### src/rtl/dat_mem_arbiter_if.sv
// Core/host/memory bundle for the data-memory arbiter.
// master drives the strobes and memory data; slave is the arbiter.
interface dat_mem_arbiter_if;
    logic       core_rd;
    logic       core_wr;
    logic [7:0] core_addr;
    logic [7:0] core_wdata;
    logic [7:0] core_rdata;
    logic       core_stall;

    logic       host_req;
    logic       host_wr;
    logic [7:0] host_base;
    logic [3:0] host_len;
    logic [7:0] host_wdata;
    logic       host_gnt;
    logic       host_valid;
    logic [7:0] host_rdata;
    logic       host_done;

    logic [7:0] mem_addr;
    logic [7:0] mem_wdata;
    logic       mem_wr_en;
    logic [7:0] mem_rdata;

    modport master (
        output core_rd, core_wr, core_addr, core_wdata,
        input  core_rdata, core_stall,
        output host_req, host_wr, host_base, host_len, host_wdata,
        input  host_gnt, host_valid, host_rdata, host_done,
        input  mem_addr, mem_wdata, mem_wr_en,
        output mem_rdata
    );

    modport slave (
        input  core_rd, core_wr, core_addr, core_wdata,
        output core_rdata, core_stall,
        input  host_req, host_wr, host_base, host_len, host_wdata,
        output host_gnt, host_valid, host_rdata, host_done,
        output mem_addr, mem_wdata, mem_wr_en,
        input  mem_rdata
    );
endinterface

### src/rtl/dat_mem_arbiter.sv
// Shares one 256x8 data memory between the core and a host burst port.
// A host burst is followed by FAIR core-only cycles before the next grant.
module dat_mem_arbiter #(
    parameter int unsigned FAIR = 4
) (
    input  logic              clk,
    input  logic              reset,
    dat_mem_arbiter_if.slave  bus
);

    typedef enum logic [1:0] {
        IDLE  = 2'd0,
        BURST = 2'd1,
        COOL  = 2'd2
    } state_e;

    localparam logic [3:0] FAIR_M1 = 4'(FAIR - 1);

    state_e     state_q, state_d;
    logic [3:0] beat_q,  beat_d;
    logic [3:0] cool_q,  cool_d;
    logic       wr_q,    wr_d;
    logic [7:0] base_q,  base_d;
    logic [3:0] len_q,   len_d;

    always_ff @(posedge clk) begin
        if (!reset) begin
            state_q <= IDLE;
            beat_q  <= '0;
            cool_q  <= '0;
            wr_q    <= 1'b0;
            base_q  <= '0;
            len_q   <= '0;
        end else begin
            state_q <= state_d;
            beat_q  <= beat_d;
            cool_q  <= cool_d;
            wr_q    <= wr_d;
            base_q  <= base_d;
            len_q   <= len_d;
        end
    end

    always_comb begin
        state_d = state_q;
        beat_d  = beat_q;
        cool_d  = cool_q;
        wr_d    = wr_q;
        base_d  = base_q;
        len_d   = len_q;
        unique case (state_q)
            IDLE: begin
                if (bus.host_req) begin
                    state_d = BURST;
                    beat_d  = '0;
                    wr_d    = bus.host_wr;
                    base_d  = bus.host_base;
                    len_d   = bus.host_len;
                end
            end
            BURST: begin
                if (beat_q == len_q) begin
                    state_d = COOL;
                    beat_d  = '0;
                    cool_d  = '0;
                end else begin
                    beat_d = beat_q + 4'd1;
                end
            end
            COOL: begin
                if (cool_q == FAIR_M1) begin
                    state_d = IDLE;
                    cool_d  = '0;
                end else begin
                    cool_d = cool_q + 4'd1;
                end
            end
            default: state_d = IDLE;
        endcase
    end

    // Outputs are forced quiet while reset is held, whatever the state.
    always_comb begin
        bus.core_rdata = '0;
        bus.core_stall = 1'b0;
        bus.host_gnt   = 1'b0;
        bus.host_valid = 1'b0;
        bus.host_rdata = '0;
        bus.host_done  = 1'b0;
        bus.mem_addr   = '0;
        bus.mem_wdata  = '0;
        bus.mem_wr_en  = 1'b0;
        if (reset) begin
            if (state_q == BURST) begin
                bus.mem_addr   = base_q + {4'b0, beat_q};
                bus.mem_wdata  = bus.host_wdata;
                bus.mem_wr_en  = wr_q;
                bus.host_valid = 1'b1;
                bus.host_rdata = bus.mem_rdata;
                bus.core_stall = bus.core_rd | bus.core_wr;
            end else begin
                bus.mem_addr   = bus.core_addr;
                bus.mem_wdata  = bus.core_wdata;
                bus.mem_wr_en  = bus.core_wr;
                bus.core_rdata = bus.mem_rdata;
                bus.host_gnt   = (state_q == IDLE) & bus.host_req;
                bus.host_done  = (state_q == COOL) & (cool_q == 4'd0);
            end
        end
    end

endmodule

### src/flat_wrapper.sv
// flat-port wrapper written by rule: the top's interface ports become plain ports
module dat_mem_arbiter_flat 
#(
    parameter int unsigned FAIR = 4
)
  (clk, reset, bus_core_rd, bus_core_wr, bus_core_addr, bus_core_wdata, bus_core_rdata, bus_core_stall, bus_host_req, bus_host_wr, bus_host_base, bus_host_len, bus_host_wdata, bus_host_gnt, bus_host_valid, bus_host_rdata, bus_host_done, bus_mem_addr, bus_mem_wdata, bus_mem_wr_en, bus_mem_rdata);
  dat_mem_arbiter_if bus_i ();
  input  logic clk;
  input  logic reset;
  input wire logic [$bits(bus_i.core_rd)-1:0] bus_core_rd;
  input wire logic [$bits(bus_i.core_wr)-1:0] bus_core_wr;
  input wire logic [$bits(bus_i.core_addr)-1:0] bus_core_addr;
  input wire logic [$bits(bus_i.core_wdata)-1:0] bus_core_wdata;
  output wire logic [$bits(bus_i.core_rdata)-1:0] bus_core_rdata;
  output wire logic [$bits(bus_i.core_stall)-1:0] bus_core_stall;
  input wire logic [$bits(bus_i.host_req)-1:0] bus_host_req;
  input wire logic [$bits(bus_i.host_wr)-1:0] bus_host_wr;
  input wire logic [$bits(bus_i.host_base)-1:0] bus_host_base;
  input wire logic [$bits(bus_i.host_len)-1:0] bus_host_len;
  input wire logic [$bits(bus_i.host_wdata)-1:0] bus_host_wdata;
  output wire logic [$bits(bus_i.host_gnt)-1:0] bus_host_gnt;
  output wire logic [$bits(bus_i.host_valid)-1:0] bus_host_valid;
  output wire logic [$bits(bus_i.host_rdata)-1:0] bus_host_rdata;
  output wire logic [$bits(bus_i.host_done)-1:0] bus_host_done;
  output wire logic [$bits(bus_i.mem_addr)-1:0] bus_mem_addr;
  output wire logic [$bits(bus_i.mem_wdata)-1:0] bus_mem_wdata;
  output wire logic [$bits(bus_i.mem_wr_en)-1:0] bus_mem_wr_en;
  input wire logic [$bits(bus_i.mem_rdata)-1:0] bus_mem_rdata;
  assign bus_i.core_rd = bus_core_rd;
  assign bus_i.core_wr = bus_core_wr;
  assign bus_i.core_addr = bus_core_addr;
  assign bus_i.core_wdata = bus_core_wdata;
  assign bus_core_rdata = bus_i.core_rdata;
  assign bus_core_stall = bus_i.core_stall;
  assign bus_i.host_req = bus_host_req;
  assign bus_i.host_wr = bus_host_wr;
  assign bus_i.host_base = bus_host_base;
  assign bus_i.host_len = bus_host_len;
  assign bus_i.host_wdata = bus_host_wdata;
  assign bus_host_gnt = bus_i.host_gnt;
  assign bus_host_valid = bus_i.host_valid;
  assign bus_host_rdata = bus_i.host_rdata;
  assign bus_host_done = bus_i.host_done;
  assign bus_mem_addr = bus_i.mem_addr;
  assign bus_mem_wdata = bus_i.mem_wdata;
  assign bus_mem_wr_en = bus_i.mem_wr_en;
  assign bus_i.mem_rdata = bus_mem_rdata;
  dat_mem_arbiter #(.FAIR(FAIR)) u_core (.clk(clk), .reset(reset), .bus(bus_i));
endmodule
### config.mk
export PLATFORM = sky130hd
export DESIGN_NAME = dat_mem_arbiter_flat
export DESIGN_NICKNAME = d
export VERILOG_FILES = /design/src/rtl/dat_mem_arbiter_if.sv /design/src/rtl/dat_mem_arbiter.sv /design/src/flat_wrapper.sv
export SDC_FILE = /design/constraint.sdc
export NUM_CORES = 1
export LEC_CHECK = 0
export CAP_MARGIN = 20
export CORE_MARGIN = 2
export CORE_UTILIZATION = 36
export CTS_CLUSTER_SIZE = 16
export DETAILED_ROUTE_END_ITERATION = 16
export GPL_TIMING_DRIVEN = 0
export MAX_ROUTING_LAYER = met4
export PLACE_DENSITY = 0.77
export SLEW_MARGIN = 0
export SYNTH_ARGS = -nofsm -noshare
export SYNTH_HDL_FRONTEND = slang
export SYNTH_SLANG_ARGS = --single-unit
### constraint.sdc
create_clock -name clk -period 2.03 [get_ports clk]
set_input_delay 0.5075 -clock clk [delete_from_list [all_inputs] [get_ports clk]]
set_output_delay 0.5075 -clock clk [all_outputs]
set_load 0.02 [all_outputs]
==> results.md, run 1 <==
* Largest net degree at the start of global routing at 13
* Crit path DAT at 1.93 ns
* Net Switching at between 0.5 and 0.6 mW
* Synth-to-Final Area Change at 77.4%
* Failing checks: negative setup slack
* Port bufs at 86
* Antenna cells at 0
* Row count at 24
* Drt drc at 0
* Initial Util at 0.380
* Total Power at about 1.5 mW
* RSZ-0062 raised after global routing: true
* Clock buffer depth at 2
* Clk pwr share at 0.192
* First-pass GRT wire length at between 9000 and 10000 µm
* Antenna Nets Post-Route at 0
* Gate power share at 0.469
* Nets at approximately 400
* Post-Syn Instances at around 230
* Fin. Hold Viols at 0
* Pint at ~0.97 mW
* Max Slew Vio Count at 0
* PnR worst setup slack at -0.404 ns
* Clock Skews at 0.00375 ns
* WHS Endpoint: u_core.len_q[3]
* R2R Path Start: u_core.state_q[1]
* Fin area at 2980 µm²
* Layout cells sized above 1 at 0.329
* Clock Latency Late Sink at 0.26 ns
* Drt pass-1 iters at 5
* RR Endpoint: u_core.beat_q[3]
* Critical Path End Type: primary output
* DR vias at roughly 2100
* Vias in the first global route at roughly 2000
* Number of I/O pins at 87
* Worst EP required at roughly 1.5 ns
* Routed WL at between 5000 and 6000 µm
* Clock transition at path regs at ~0.08 ns
* Post-CTS Hold Fix Bufs at 0
* Outcome: complete, but fails checks
* Syn nets at 291
* Max Fclk at between 400 and 500 MHz
* HPWL after DPL at about 3900 µm
* Drt initial violations at ~140
* Die span in x at 72.3 µm
* Finished Layout Cells at approximately 390
* Worst slew margin at 0.674
* Core area at roughly 4400 µm²
* Wirelength per Cell at 15.0 µm
* Final min period at around 2.4 ns
* GRT Util Overall at 0.226
* Sequential area share after synthesis at 0.274
* CTS root buf: clkbuf_8
* Die footprint at roughly 5200 µm²
* TritonCTS clock tree: built
* Slowest stage delay, CP at roughly 0.37 ns
* Final Core Density at 0.675
* Hold Crit Depth at 2
* Critical Path Start Type: flop
* CP Class: flop to primary output
* Min-Delay Startpoint: u_core.len_q[3]
* H-Tree Depth at 1
* Gpl congestion at 0.769
* Reg power frac at 0.339
* Worst Max-Slew Pin Slew at a little under 0.5 ns
* Leakage at 1.34 nW
* Maxcap violations at 0
* Die Span Y at slightly above 70 µm
* Warnings, synthesis at 0
* Avg Inst Size Synth at ~7 µm²
* Synth cell types at 43
* Clock sink total at 23
* VDD IR max at slightly above 0.3 mV
* DP Area at between 2000 and 3000 µm²
* Pwr Density at approximately 500 nW/µm²
* Filler Cell Count at 379
* Cells after DPL at between 300 and 400
* Worst R2R Path Depth at 9
* Worst min-delay path class: flop to flop
* Initial antenna violation count at 0
* Crit path cell chain: ha_4 > inv_2 > fa_2 > nor2b_4 > o31ai_2 > xor2_1 > a211oi_2 > buf_4
* Slowest-stage cell, CP: fa_2
* Final-report setup violation count at 8
* Synthesized cell area at roughly 1700 µm²
* Switch share at 0.350
* Post-DR vias/cell at 5.32
* Flop2flop setup slack at between 0.15 and 0.2 ns
* Grt total ovfl at 0
* CP max FO at 3
* Num CTS Buffers at 3
* Synthesis-stage register bit count at 23
* Period utilization at 1.20
final cells by class:
| cell class | count | area (µm²) | area share |
|---|---|---|---|
| tap | 52 | 65.1 | 0.0218 |
| buffer | 16 | 180 | 0.0605 |
| inverter | 9 | 33.8 | 0.0113 |
| timing repair buffer | 104 | 906 | 0.304 |
| clock buffer | 4 | 45.0 | 0.0151 |
| sequential | 23 | 480 | 0.161 |
| multi-input combinational | 184 | 1270 | 0.426 |
placed cells by master, fill, tap and decap left out, types with 3 or more instances in the layout:
cell type,count
a21oi_2,4
o21ai_0,4
a21oi_1,24
ha_4,4
clkdlybuf4s50_1,47
nand3_1,5
nor2_1,8
buf_2,16
dfxtp_2,4
nor3_2,3
o21a_1,5
dfxtp_1,15
dfxtp_4,4
nand3b_1,3
xor2_1,6
nor3_1,3
nand2_1,53
inv_1,8
nor3b_1,3
buf_4,30
clkbuf_8,8
and3_1,17
or3_1,3
ha_1,3
buf_6,13
critical path: cells and delay by family, from the launching register on:
kind                       cells  cell delay [ns]
buffers and inverters          2             0.21
DFF                            1             0.36
AOI/OAI and AO/OA              2             0.27
and+or+nand+nor                1             0.16
xor gates and xnor gates       1             0.15
adders and majority gates      2             0.52
Yosys cell counts, drive strengths merged:
| library cell | n | area share |
|---|---|---|
| a211o | 1 | 0.0052 |
| a211oi | 1 | 0.0045 |
| a21o | 2 | 0.0089 |
| a21oi | 29 | 0.086 |
| a31oi | 1 | 0.0037 |
| and2 | 2 | 0.0089 |
| and2b | 1 | 0.0045 |
| and3 | 17 | 0.063 |
| buf | 9 | 0.038 |
| clkbuf | 8 | 0.018 |
| dfxtp | 23 | 0.27 |
| fa | 1 | 0.012 |
| ha | 7 | 0.052 |
| inv | 9 | 0.020 |
| mux2i | 1 | 0.0060 |
| nand2 | 54 | 0.12 |
| nand2b | 2 | 0.0075 |
| nand3 | 6 | 0.021 |
| nand3b | 3 | 0.013 |
| nand4 | 1 | 0.0037 |
| nand4b | 2 | 0.010 |
| nor2 | 9 | 0.020 |
| nor2b | 1 | 0.0037 |
| nor3 | 6 | 0.018 |
| nor3b | 4 | 0.021 |
| nor4 | 1 | 0.013 |
| o211a | 1 | 0.0060 |
| o21a | 5 | 0.022 |
| o21ai | 7 | 0.021 |
| o22a | 1 | 0.0052 |
| o22ai | 3 | 0.015 |
| o311ai | 1 | 0.0052 |
| o31ai | 3 | 0.013 |
| or3 | 3 | 0.011 |
| or3b | 1 | 0.0052 |
| xnor2 | 1 | 0.0052 |
| xor2 | 6 | 0.031 |
how the worst max path moves through the flow:
stage / startpoint / end / cells after the start
floorplan: u_core.beat_q[0] / bus_mem_addr[6] / 7
global placement: reset / bus_mem_addr[4] / 6
detailed placement: reset / bus_mem_addr[4] / 6
CTS: u_core.base_q[0] / bus_mem_addr[4] / 8
global route: u_core.base_q[0] / bus_mem_addr[6] / 8
finish: u_core.base_q[0] / bus_mem_addr[6] / 8
flip-flops by register name, summed over array words and instances, names as in the netlist:
name            cells
u_core.base_q       8
u_core.len_q        4
u_core.beat_q       4
u_core.wr_q         1
u_core.cool_q       4
u_core.state_q      2
through the flow:
stage	TNS [ns]	setup WS (ns)	hold slack [ns]
final	-2.05	-0.404	0.476
after global routing	-2.62	-0.475	0.501
after CTS	-2.58	-0.388	0.477
after detailed placement	-32.88	-1.17	0.451
after global placement	-33.38	-1.16	0.444
after floorplan	-0.201	-0.0845	0.437
power by group through the flow:
stage	combinational, mW	sequential (mW)	clock (mW)
CTS	0.663	0.506	0.288
detailed placement	0.604	0.519	0
finish	0.704	0.508	0.288
global placement	0.600	0.517	0
global route	0.758	0.511	0.309
floorplan	0.341	0.512	0
repair_timing:
item | in CTS | in global routing
endpoints found under the hold margin | 0 | 0
setup endpoints to repair | 37 | 32
pin swaps | 14 | 6
gates resized for setup | 191 | 47
buffers inserted | 14 | 4
kinds of logic after synthesis:
| logic type | after synthesis | share of synthesized area |
|---|---|---|
| AND/OR/NAND/NOR | 113 | 0.347 |
| AO/OA/AOI/OAI | 55 | 0.197 |
| buffers and inverters | 26 | 0.0760 |
| flip-flops | 23 | 0.274 |
| adder cells (fa/ha/maj) | 8 | 0.0641 |
| XOR/XNOR | 7 | 0.0365 |
| multiplexers | 1 | 0.00596 |
per-layer routing:
layer | up-vias | track usage | part of all wire
met5 | - | - | 0
met4 | 0 | 0.0503 | 0.013
met3 | 8 | 0.0347 | 0.080
met2 | 91 | 0.393 | 0.50
met1 | 968 | 0.276 | 0.41
li1 | 1019 | - | -
No activity file was read; power rests on OpenSTA's default activity.
==> run 2, diff against run 1 <==
Settings changed: CELL_PAD_IN_SITES_DETAIL_PLACEMENT set to 1, CELL_PAD_IN_SITES_GLOBAL_PLACEMENT set to 1, CORE_UTILIZATION 36 to 25, CTS_BUF_LIST set to sky130_fd_sc_hd__clkbuf_8, PLACE_DENSITY 0.77 to not set, PLACE_DENSITY_LB_ADDON set to 0.1.
==> results.md, run 2 (same netlist as run 1, synthesis figures left out) <==
* Outcome: complete, but fails checks
* Failing checks: negative setup slack
* Largest net degree at the start of global routing at 15 (+2)
* Antenna Nets Post-Route at 0 (unchanged)
* First-pass GRT wire length at 10800 µm (+16%)
* Leading cell type in the layout, fill and taps excluded: nand2_1
* Final Core Density at 0.464 (-0.210)
* Final min period at 2.46 ns (+0.0239 ns)
* Min-Delay Startpoint: u_core.wr_q
* HPWL after DPL at 4770 µm (+22%)
* Die span in x at 86.0 µm (+19%)
* Max Fclk at 407 MHz (-0.97%)
* Slowest stage delay, CP at 0.37 ns (about the same)
* Vias in the first global route at 2128 (+6.2%)
* Period utilization at 1.21 (+0.0118)
* CP Class: flop to primary output
* Number of I/O pins at 87 (unchanged)
* GRT Util Overall at 0.189 (-0.0376)
* Max Slew Vio Count at 0 (unchanged)
* Critical Path End Type: primary output
* DR vias at 2054 (-1.5%)
* Critical Path Start Type: flop
* Filler Cell Count at 772 (+100%)
* Top reg by flops: u_core.base_q
* Worst Max-Slew Pin Slew at 0.570 ns (+0.0842 ns)
* Clock transition at path regs at 0.09 ns (about the same)
* Max FFs per register at 8 (unchanged)
* Worst slew margin at 0.617 (-0.0565)
* Clock Latency Late Sink at 0.27 ns (about the same)
* Drt pass-1 iters at 4 (-1)
* Clock Skews at 0.00314 ns (-0.000618 ns)
* Cells after DPL at 396 (+6.7%)
* Row count at 29 (+21%)
* Hold_ws at 0.461 ns (-0.0150 ns)
* Initial Util at 0.261 (-0.119)
* RSZ-0062 raised after global routing: true
* Fin area at 2980 µm² (+0.13%)
* Clock buffer depth at 2 (unchanged)
* Grt total ovfl at 0 (unchanged)
* DP Area at 2690 µm² (+1.2%)
* Clock sink total at 23 (unchanged)
* Core area at 6420 µm² (+45%)
* Maxcap violations at 0 (unchanged)
* Drt drc at 0 (unchanged)
* Most frequent cells in the layout: 53 x nand2_1, 47 x clkdlybuf4s50_1, 24 x a21oi_1, 24 x buf_4, 21 x buf_2
* TritonCTS clock tree: built
* Post-DR vias/cell at 4.94 (-7.2%)
* Final-report setup violation count at 7 (-1)
* CTS root buf: clkbuf_8
* Pwr Density at 511 nW/µm² (+1.5%)
* Routed WL at 6770 µm (+15%)
* Setup_tns at -2.22 ns (-0.175 ns)
* CP max FO at 3 (unchanged)
* Worst min-delay path class: flop to flop
* H-Tree Depth at 1 (unchanged)
* R2R Path Start: u_core.beat_q[0]
* Initial antenna violation count at 0 (unchanged)
* Crit path DAT at 1.95 ns (+0.02 ns)
* Flop2flop setup slack at 0.19 ns (about the same)
* WHS Endpoint: u_core.wr_q
* PnR worst setup slack at -0.428 ns (-0.0239 ns)
* Slowest-stage cell, CP: dfxtp_2
* Post-CTS Hold Fix Bufs at 0 (unchanged)
* Port bufs at 86 (unchanged)
* Hold Crit Depth at 2 (unchanged)
* Finished Layout Cells at 416 (+6.1%)
* Worst EP required at 1.52 ns (about the same)
* Die footprint at 7390 µm² (+41%)
* Leakage at 1.34 nW (+0.24%)
* Worst R2R Path Depth at 6 (-3)
* Wirelength per Cell at 16.3 µm (+8.8%)
* Drt initial violations at 43 (-68%)
* VDD IR max at 0.249 mV (-20%)
* Nets at 398 (-0.25%)
* Crit path cell chain: ha_4 > inv_2 > fa_2 > nor2b_4 > o31ai_1 > xor2_1 > a211oi_2 > buf_4
* Fin. Hold Viols at 0 (unchanged)
* Layout cells sized above 1 at 0.330 (+0.000972)
* Synth-to-Final Area Change at 77.6%
* RR Endpoint: u_core.cool_q[2]
* Die Span Y at 86.0 µm (+19%)
* Antenna cells at 0 (unchanged)
* Gpl congestion at 0.806 (+4.9%)
* Num CTS Buffers at 3 (unchanged)
-- run 2: cell count changes in the layout (fill, tap and decap cells not counted), sizes merged --
cell and change:
clkdlybuf4s15 -2, clkinvlp +1
-- run 2: area by class of cell --
class | instances | area [µm²] | share of cell area
flip-flops and latches | 23 | 480 | 0.161
inverters | 9 | 33.8 | 0.0113
plain buffers | 15 | 188 | 0.0629
clock buffers | 3 | 41.3 | 0.0138
clock inverters | 1 | 7.51 | 0.00252
well taps | 77 | 96.3 | 0.0323
repair buffers | 104 | 886 | 0.297
multi-input cells | 184 | 1250 | 0.419
-- run 2: layer usage --
layer  vias up  routed length, µm  track usage
met5         -                  0            -
met4         0                 57       0.0317
met3         6                332       0.0308
met2        56               3470        0.346
met1       973               2910        0.217
li1       1019                  -            -
-- run 2: worst max-delay path by stage --
stage | startpoint | end | slack (ns) | cells after the start
detailed placement | reset | bus_mem_addr[4] | -1.26 | 6
global placement | reset | bus_mem_addr[4] | -1.28 | 6
global route | u_core.base_q[0] | bus_mem_addr[6] | -0.52 | 8
floorplan | u_core.beat_q[0] | bus_mem_addr[6] | -0.08 | 7
CTS | u_core.base_q[0] | bus_mem_addr[6] | -0.43 | 8
finish | u_core.base_q[0] | bus_mem_addr[6] | -0.43 | 8
-- run 2: repair_timing --
item,CTS,global route
setup buffers,14,5
pin swaps,12,8
setup endpoints to repair,37,33
gates resized for setup,202,37
hold endpoints to repair,0,0
-- run 2: worst max-delay path, delay by kind of cell, from the launching register on --
| kind | cells | cell delay (ns) |
|---|---|---|
| adder cells (fa/ha/maj) | 2 | 0.50 |
| flip-flops | 1 | 0.37 |
| AO/OA/AOI/OAI | 2 | 0.29 |
| buffers and inverters | 2 | 0.20 |
| XOR/XNOR | 1 | 0.17 |
| AND/OR/NAND/NOR | 1 | 0.15 |
-- run 2: power by group --
part / internal, mW / leakage, nW / switching [mW]
combinational: 0.354 / 1.13 / 0.358
clock: 0.139 / 0.0217 / 0.163
sequential: 0.479 / 0.193 / 0.0288
total: 0.973 / 1.34 / 0.551
-- run 2: stage by stage --
step | worst slack [ns] | power (mW)
3_3_place_gp | -1.28 | 1.14
4_1_cts | -0.432 | 1.50
5_1_grt | -0.524 | 1.62
6_report | -0.428 | 1.52
2_1_floorplan | -0.0845 | 0.853
3_5_place_dp | -1.26 | 1.14
==> run 3, diff against run 2 <==
Settings changed: CORE_UTILIZATION 25 to 24, CTS_BUF_LIST sky130_fd_sc_hd__clkbuf_8 to not set.
==> results.md, run 3 (same netlist as run 1, synthesis figures left out) <==
* Outcome: complete, but fails checks
* Failing checks: negative setup slack
* Finished Layout Cells at 438 (+5.3%)
* Port bufs at 86 (unchanged)
* Fin. Hold Viols at 0 (unchanged)
* Clock Latency Late Sink at 0.27 ns (about the same)
* Routed met3 length at 232 µm (-30%)
* Maxcap violations at 0 (unchanged)
* Largest net degree at the start of global routing at 13 (-2)
* Filler Cell Count at 821 (+6.3%)
* Hold_ws at 0.474 ns (+0.0134 ns)
* Total Power at 1.58 mW (+3.9%)
* H-Tree Depth at 1 (unchanged)
* RSZ-0062 raised after global routing: true
* Leakage at 1.43 nW (+6.6%)
* DR vias at 2025 (-1.4%)
* Critical Path Start Type: flop
* Num CTS Buffers at 3 (unchanged)
* Antenna cells at 0 (unchanged)
* Drt initial violations at 64 (+49%)
* Flop2flop setup slack at 0.28 ns (+0.09 ns)
* Crit path cell chain: ha_4 > inv_2 > fa_2 > nor2b_4 > o31ai_1 > xor2_1 > a211oi_2 > buf_4
* Wirelength per Cell at 15.6 µm (-4.0%)
* Slowest-stage cell, CP: dfxtp_2
* Max Fclk at 414 MHz (+1.8%)
* Slowest stage delay, CP at 0.37 ns (about the same)
* Clock sink total at 23 (unchanged)
* Grt total ovfl at 0 (unchanged)
* Clock Skews at 0.00188 ns (-0.00126 ns)
* Max layer used: met4
* Core area at 6790 µm² (+5.8%)
* Drt drc at 0 (unchanged)
* VDD IR max at 0.231 mV (-7.2%)
* Critical Path End Type: primary output
* Wire length on met1 at 3090 µm (+6.3%)
* Leading cell type in the layout, fill and taps excluded: clkdlybuf4s50_1
* Max Slew Vio Count at 0 (unchanged)
* Routed WL at 6840 µm (+1.1%)
* Met2 WL at 3490 µm (+0.58%)
* GRT Util Overall at 0.180 (-0.00821)
* CTS root buf: clkbuf_8
* Drt pass-1 iters at 4 (unchanged)
* Post-CTS Hold Fix Bufs at 0 (unchanged)
* Most frequent cells in the layout: 47 x clkdlybuf4s50_1, 45 x nand2_1, 26 x buf_4
* Worst Max-Slew Pin Slew at 0.534 ns (-0.0356 ns)
* DP Area at 2720 µm² (+0.88%)
* TritonCTS clock tree: built
* PnR worst setup slack at -0.384 ns (+0.0434 ns)
* Post-DR vias/cell at 4.62 (-6.4%)
* WHS Endpoint: u_core.len_q[3]
* Max FFs per register at 8 (unchanged)
* Top reg by flops: u_core.base_q
* First-pass GRT wire length at 10500 µm (-2.9%)
* Clock transition at path regs at 0.09 ns (about the same)
* Fin area at 3180 µm² (+6.5%)
* Min-Delay Startpoint: u_core.len_q[3]
* Worst min-delay path class: flop to flop
* Number of I/O pins at 87 (unchanged)
* Period utilization at 1.19 (-0.0214)
* Nets at 401 (+0.75%)
* Worst slew margin at 0.641 (+0.0239)
* Hold Crit Depth at 2 (unchanged)
* Final-report setup violation count at 7 (unchanged)
* Worst R2R Path Depth at 8 (+2)
* Vias in the first global route at 2017 (-5.2%)
* Final min period at 2.41 ns (-0.0434 ns)
* Initial antenna violation count at 0 (unchanged)
* CP max FO at 3 (unchanged)
* Initial Util at 0.247 (-0.0143)
* Cells after DPL at 415 (+4.8%)
* Die span in x at 87.6 µm (+2.0%)
* RR Endpoint: u_core.beat_q[3]
* Die footprint at 7680 µm² (+4.0%)
* Gpl congestion at 0.753 (-6.6%)
* Antenna Nets Post-Route at 0 (unchanged)
* Row count at 30 (+3.4%)
* Final Core Density at 0.467 (+0.00296)
* Synth-to-Final Area Change at 89.1%
* HPWL after DPL at 4760 µm (-0.14%)
* Pwr Density at 498 nW/µm² (-2.4%)
* Clock buffer depth at 2 (unchanged)
* Layout cells sized above 1 at 0.371 (+0.0410)
* Worst EP required at 1.52 ns (about the same)
* R2R Path Start: u_core.state_q[1]
* Crit path DAT at 1.91 ns (-0.04 ns)
* Die Span Y at 87.6 µm (+2.0%)
* CP Class: flop to primary output
==> run 3: changes by cell type in the layout (fill, tap and decap cells not counted), sizes merged <==
cell and delta:
clkbuf +4, clkinvlp -1
==> run 3: worst max path at each step <==
stage / to / startpoint / depth (start not counted)
after floorplan: bus_mem_addr[6] / u_core.beat_q[0] / 7
after global placement: bus_mem_addr[4] / reset / 6
after detailed placement: bus_mem_addr[4] / reset / 6
after CTS: bus_mem_addr[6] / u_core.base_q[0] / 8
after global routing: bus_mem_addr[6] / u_core.base_q[0] / 8
final: bus_mem_addr[6] / u_core.base_q[0] / 8
==> run 3: area by class of cell <==
type                            count  area (µm²)  share of cell area
Buffer                             16         206              0.0650
Multi-Input combinational cell    184        1330               0.420
Sequential cell                    23         480               0.151
Inverter                            9        33.8              0.0106
Tap cell                           96         120              0.0378
Clock buffer                        4        45.0              0.0142
Timing Repair Buffer              106         956               0.301
==> run 3: metrics by stage <==
step	TNS (ns)	setup WS, ns
after floorplan	-0.201	-0.0845
after global placement	-38.41	-1.34
after detailed placement	-39.51	-1.38
after CTS	-2.04	-0.405
after global routing	-2.91	-0.475
final	-2.04	-0.384
==> run 3: metal layers <==
layer  global-route usage  vias to the layer above
li1                     -                     1017
met1                0.218                      960
met2                0.323                       46
met3               0.0245                        2
met4               0.0294                        0
met5                    -                        -
==> run 3: critical path, delay by kind of cell (launching register included) <==
kind	cells	cell delay [ns]
AO/OA/AOI/OAI	2	0.27
buffers and inverters	2	0.20
adder cells (fa/ha/maj)	2	0.50
XOR/XNOR	1	0.15
AND/OR/NAND/NOR	1	0.14
flip-flops	1	0.37
==> run 3: where the power goes <==
group | internal [mW] | switching (mW)
clock network | 0.140 | 0.157
registers | 0.479 | 0.0290
logic | 0.390 | 0.386
total | 1.01 | 0.572
==> run 3: repair_timing <==
action | in CTS | in global routing
gates cloned | 1 | 3
setup endpoints to repair | 38 | 27
resized for setup | 204 | 62
pin swaps | 12 | 14
buffers inserted | 12 | 4
